<file path="src/rtl/uart_rx_check.sv">
// 8N1 UART receiver feeding a four-byte sequence checker.
// The receiver strobes each framed byte or framing error, and the checker scores an armed run against EXP0..EXP3.
module uart_rx_check #(
   parameter int         CLKS_PER_BIT = 868,
   parameter logic [7:0] EXP0 = 8'h41,
   parameter logic [7:0] EXP1 = 8'h55,
   parameter logic [7:0] EXP2 = 8'h66,
   parameter logic [7:0] EXP3 = 8'h7A
) (
   input  logic       clk,
   input  logic       rst,
   input  logic       uart_rx,
   input  logic       arm,
   output logic [7:0] rx_data,
   output logic       rx_valid,
   output logic       frame_err,
   output logic       done,
   output logic       pass,
   output logic [2:0] char_cnt
);
   localparam int            CW      = $clog2(CLKS_PER_BIT);
   localparam logic [CW-1:0] FULL_M1 = CW'(CLKS_PER_BIT - 1);
   localparam logic [CW-1:0] HALF_M1 = CW'(CLKS_PER_BIT / 2 - 1);

   localparam logic [2:0] R_IDLE  = 3'd0;
   localparam logic [2:0] R_START = 3'd1;
   localparam logic [2:0] R_DATA  = 3'd2;
   localparam logic [2:0] R_STOP  = 3'd3;
   localparam logic [2:0] R_BREAK = 3'd4;

   localparam logic [1:0] C_IDLE = 2'd0;
   localparam logic [1:0] C_RUN  = 2'd1;
   localparam logic [1:0] C_DONE = 2'd2;

   logic          sync1_q, sync2_q;
   logic [2:0]    rstate_q, rstate_d;
   logic [CW-1:0] tick_q, tick_d;
   logic [2:0]    bit_q, bit_d;
   logic [7:0]    shift_q, shift_d;
   logic [7:0]    data_q, data_d;
   logic          valid_q, valid_d;
   logic          ferr_q, ferr_d;

   logic [1:0]    cstate_q, cstate_d;
   logic [2:0]    cnt_q, cnt_d;
   logic          mis_q, mis_d;
   logic          pass_q, pass_d;
   logic [7:0]    exp_byte;
   logic          slot_bad;

   always_comb begin
      rstate_d = rstate_q;
      tick_d   = tick_q;
      bit_d    = bit_q;
      shift_d  = shift_q;
      data_d   = data_q;
      valid_d  = 1'b0;
      ferr_d   = 1'b0;
      case (rstate_q)
         R_IDLE: begin
            if (!sync2_q) begin
               rstate_d = R_START;
               tick_d   = '0;
               bit_d    = '0;
            end
         end
         R_START: begin
            // A line that is high again at mid start bit was a glitch.
            if (tick_q == HALF_M1) begin
               tick_d   = '0;
               rstate_d = sync2_q ? R_IDLE : R_DATA;
            end else begin
               tick_d = tick_q + 1'b1;
            end
         end
         R_DATA: begin
            if (tick_q == FULL_M1) begin
               tick_d  = '0;
               shift_d = {sync2_q, shift_q[7:1]};
               bit_d   = bit_q + 3'd1;
               if (bit_q == 3'd7) rstate_d = R_STOP;
            end else begin
               tick_d = tick_q + 1'b1;
            end
         end
         R_STOP: begin
            if (tick_q == FULL_M1) begin
               tick_d = '0;
               if (sync2_q) begin
                  data_d   = shift_q;
                  valid_d  = 1'b1;
                  rstate_d = R_IDLE;
               end else begin
                  ferr_d   = 1'b1;
                  rstate_d = R_BREAK;
               end
            end else begin
               tick_d = tick_q + 1'b1;
            end
         end
         R_BREAK: if (sync2_q) rstate_d = R_IDLE;
         default: rstate_d = R_IDLE;
      endcase
   end

   always_comb begin
      case (cnt_q[1:0])
         2'd0:    exp_byte = EXP0;
         2'd1:    exp_byte = EXP1;
         2'd2:    exp_byte = EXP2;
         default: exp_byte = EXP3;
      endcase
   end

   assign slot_bad = ferr_q | (data_q != exp_byte);

   always_comb begin
      cstate_d = cstate_q;
      cnt_d    = cnt_q;
      mis_d    = mis_q;
      pass_d   = pass_q;
      case (cstate_q)
         C_IDLE: begin
            if (arm) begin
               cstate_d = C_RUN;
               cnt_d    = '0;
               mis_d    = 1'b0;
            end
         end
         C_RUN: begin
            // A framing error still consumes its slot so the run always ends after four strobes.
            if (valid_q || ferr_q) begin
               mis_d = mis_q | slot_bad;
               cnt_d = cnt_q + 3'd1;
               if (cnt_q == 3'd3) begin
                  cstate_d = C_DONE;
                  pass_d   = ~(mis_q | slot_bad);
               end
            end
         end
         C_DONE:  if (!arm) cstate_d = C_IDLE;
         default: cstate_d = C_IDLE;
      endcase
   end

   always_ff @(posedge clk) begin
      if (rst) begin
         sync1_q  <= 1'b1;
         sync2_q  <= 1'b1;
         rstate_q <= R_IDLE;
         tick_q   <= '0;
         bit_q    <= '0;
         shift_q  <= '0;
         data_q   <= '0;
         valid_q  <= 1'b0;
         ferr_q   <= 1'b0;
         cstate_q <= C_IDLE;
         cnt_q    <= '0;
         mis_q    <= 1'b0;
         pass_q   <= 1'b0;
      end else begin
         sync1_q  <= uart_rx;
         sync2_q  <= sync1_q;
         rstate_q <= rstate_d;
         tick_q   <= tick_d;
         bit_q    <= bit_d;
         shift_q  <= shift_d;
         data_q   <= data_d;
         valid_q  <= valid_d;
         ferr_q   <= ferr_d;
         cstate_q <= cstate_d;
         cnt_q    <= cnt_d;
         mis_q    <= mis_d;
         pass_q   <= pass_d;
      end
   end

   assign rx_data   = data_q;
   assign rx_valid  = valid_q;
   assign frame_err = ferr_q;
   assign done      = (cstate_q == C_DONE);
   assign pass      = pass_q;
   assign char_cnt  = cnt_q;
endmodule

</file>
<file path="config.mk">
export PLATFORM = sky130hd
export DESIGN_NAME = uart_rx_check
export DESIGN_NICKNAME = d
export VERILOG_FILES = /design/src/rtl/uart_rx_check.sv
export SDC_FILE = /design/constraint.sdc
export NUM_CORES = 1
export LEC_CHECK = 0
export CELL_PAD_IN_SITES_DETAIL_PLACEMENT = 1
export CELL_PAD_IN_SITES_GLOBAL_PLACEMENT = 1
export CORE_ASPECT_RATIO = 1.25
export CORE_MARGIN = 5
export CORE_UTILIZATION = 46
export CTS_BUF_LIST = sky130_fd_sc_hd__clkbuf_4
export DETAILED_ROUTE_END_ITERATION = 6
export GPL_ROUTABILITY_DRIVEN = 0
export GPL_TIMING_DRIVEN = 0
export PLACE_DENSITY = 0.94
export SLEW_MARGIN = 0
export SYNTH_ARGS = -nofsm -noshare
export SYNTH_HDL_FRONTEND = slang
export SYNTH_SLANG_ARGS = --single-unit
export TNS_END_PERCENT = 20
</file>
<file path="constraint.sdc">
create_clock -name clk -period 2.15 [get_ports clk]
set_input_delay 0.645 -clock clk [delete_from_list [all_inputs] [get_ports clk]]
set_output_delay 0.645 -clock clk [all_outputs]
set_load 0.02 [all_outputs]
</file>
==> results.cfg <==
[detailed_routing]
highest_layer = met4
met3_length_um = 132
drtIter0Drc = 88
met2WireLength_um = 2930
drt_first_pass_iters = 4
ant_nets = 0
wl_met1_um = 2290
routedWlPerCell_um = 17.1
vias = 1778
wirelength_um = 5440
via_per_inst = 5.57
drc_errors = 0

[power_and_ir_drop]
comb_power_share_pct = 4.9
vdd_ir_drop_max_uv = 369
leakagePower_nw = 0.823
power.total_mw = 1.29
p_clk_share_pct = 32.4
switching_share_pct = 25.2
seqPwrFrac_pct = 62.7
p_switching_mw = 0.325
power_density_nw_per_um2 = 519
internal_power_mw = 0.964

[synth]
synth_top_area_share_pct = 40.1
yosys_warnings = 0
ys_seq_area_share_pct = 40.1
syn-instance-count = 236
synth_area_um2 = 2150
synth_area_leaders = dfxtp_1 40%, mux2i_1 9.3%, nor2_1 6.8%
synth_edf_count = 0
postSynthAreaPerCell_um2 = 9.09
synth_flop_cell = dfxtp_1
async_reset_ff_share_pct = 0
synth_top_area_cell = dfxtp_1
ys_types = 50
syn-num-nets = 249
yosys_register_bits = 43

[floorplan]
ios = 19
die_area_um2 = 6140
row_count = 27
die_w_um = 71.1
die_y_um = 86.4
coreArea_um2 = 4460
start_util_pct = 48.1

[clocking]
cts_tree = built
clk_latency_ns = 0.37
cts_buffer_depth = 2
cts_setup_buffers = 0
htreeDepth = 2
cts-buffers-inserted = 5
cts_sinks = 43
clk_pin_slew_ns = 0.14
cts_root_buf = clkbuf_4

[cells_and_area]
area_growth_syn_to_layout_pct = 15.7
nets = 273
fin_area_um2 = 2480
antenna_cells = 0
layout-drive-gt1-share_pct = 11.9
stdcell_count = 319
final_cell_mix = 39 x nor2_1, 39 x dfxtp_1, 19 x mux2i_1

[worst_setup_path]
worstPathArrival_ns = 1.45
timing.rr.end = pass
reg2reg_slack_ns = 0.14
max_stage_delay_ns = 0.64
cp_max_fo = 4
r2r_cells = 7
critical_path.slowest_cell = clkdlybuf4s50_1
timing.rr.start = char_cnt[1]
worstPathCellList = clkdlybuf4s50_1
critical_path.top_delay_family = buffers and inverters
critical_path_required_ns = 1.50
worst_setup_path_end_kind = output port
path_buf_inv = 1
worstSetupPathType = reg2out
cp-start-kind = flop

[global_routing]
grt_pass1_wl_um = 9300
grt-ovfl-total = 0
grt_pass1_vias = 1929
grt_usage_pct = 19.1
grt_max_degree = 14
antenna_found_initial = 0

[timing]
rsz0062_at_grt = false
fin_ws_ns = 0.0576
fmax_ghz = 0.478
tightest_slew_ns = 0.605
finalSetupViolations = 0
relSlewSlack_pct = 59.6
maxSlewViolCount = 0
fin_crit_ns = 2.09
hold_ws_ns = 0.450
hold_viol = 0
finClkSkew_ns = 0.0152
fin_crit_sh_pct = 97.3

[placed_design]
dpl.hpwl_um = 3920
dpl-instance-area_um2 = 2390
dp_slack_ns = -0.0411
io_buffers = 17
dp_cells = 311

[hold_path]
hp-start = sync1_q
hold_depth = 1
min_to = sync2_q
worstHoldPathType = reg2reg

[outcome]
status = completed

[job]
maxCapViolations = 0
-- cell families (layout without fill, tap and decap cells) --
| group | Yosys count | count (layout) | synth area share [%] |
|---|---|---|---|
| AND/OR/NAND/NOR | 103 | 103 | 27.0 |
| flip-flops | 43 | 43 | 40.1 |
| AO/OA/AOI/OAI | 36 | 36 | 12.0 |
| buffers and inverters | 21 | 46 | 4.72 |
| multiplexers | 20 | 20 | 9.33 |
| adder cells (fa/ha/maj) | 9 | 9 | 5.25 |
| XOR/XNOR | 4 | 4 | 1.63 |
-- timing repair --
| item | in CTS | in global routing |
|---|---|---|
| pin swaps | 0 | 2 |
| endpoints found under the hold margin | 0 | 0 |
| gates cloned | 0 | 0 |
| hold buffers | 0 | 0 |
| endpoints found under the setup margin | 18 | 9 |
| gates resized for setup | 4 | 6 |
-- per-stage QoR --
step | utilization [%] | setup TNS [ns]
floorplan | - | 0
global placement | 53.6 | 0
detailed placement | 53.6 | -0.173
CTS | 55.4 | 0
global route | 55.7 | 0
finish | 55.7 | 0
-- layer usage --
metal	vias up	GRT usage [%]
met5	-	0
met4	0	4.79
met3	11	3.94
met2	23	36.5
met1	864	21.1
li1	880	-
-- Yosys cell counts, types with 2 or more instances --
master,instances
and2_1,3
nand2b_1,2
nand4b_1,2
a21oi_1,13
nor2_1,39
nor2b_1,4
inv_1,9
xnor2_1,3
clkbuf_1,5
buf_2,3
a22oi_1,3
nor4bb_1,2
and3_1,4
o21ai_0,6
nand3b_1,4
dfxtp_1,43
ha_1,9
mux2i_1,20
nand3_1,4
or2_2,4
nor3b_1,4
buf_6,2
nor4_1,2
nor3_1,14
nand2_1,7
-- flip-flops by register name (all words and copies together), names as in the netlist, 2 cells and up --
signal    cells
cstate_q      2
char_cnt      3
shift_q       8
tick_q       10
rx_data       8
rstate_q      3
bit_q         3
-- worst max-delay path by stage --
stage                      from         end  slack [ns]  cells after the start
floorplan           char_cnt[1]        pass        0.07                      7
global placement      tick_q[1]  rx_data[3]        0.04                      7
detailed placement    tick_q[0]  rx_data[6]       -0.04                      7
CTS                 char_cnt[1]        pass        0.02                      7
global route        char_cnt[1]        pass      0.0005                      7
finish               rx_data[4]  rx_data[4]        0.06                      1
-- cell type report --
| class | instances | area (µm²) |
|---|---|---|
| fillers | 537 | 1980 |
| repair buffers | 17 | 169 |
| plain buffers | 12 | 67.6 |
| inverters | 9 | 33.8 |
| multi-input cells | 172 | 1220 |
| flip-flops and latches | 43 | 866 |
| clock buffers | 6 | 45.0 |
| well taps | 58 | 72.6 |
| clock inverters | 2 | 12.5 |
-- power groups by stage --
stage	registers (mW)	logic [mW]	clock network [mW]
2_1_floorplan	0.823	0.0435	0
3_3_place_gp	0.824	0.0614	0
3_5_place_dp	0.825	0.0633	0
4_1_cts	0.807	0.0639	0.425
5_1_grt	0.809	0.0696	0.460
6_report	0.808	0.0636	0.417
-- worst reg2reg max path, cell delays in order (launching register included) --
cell and delay (ns):
dfxtp_2 0.38, inv_1 0.07, ha_1 0.21, xnor2_1 0.13, o21ai_0 0.10, or4_1 0.53, a2111oi_4 0.35, a22o_1 0.20
Note: power is estimated with default switching activity, not from simulation.
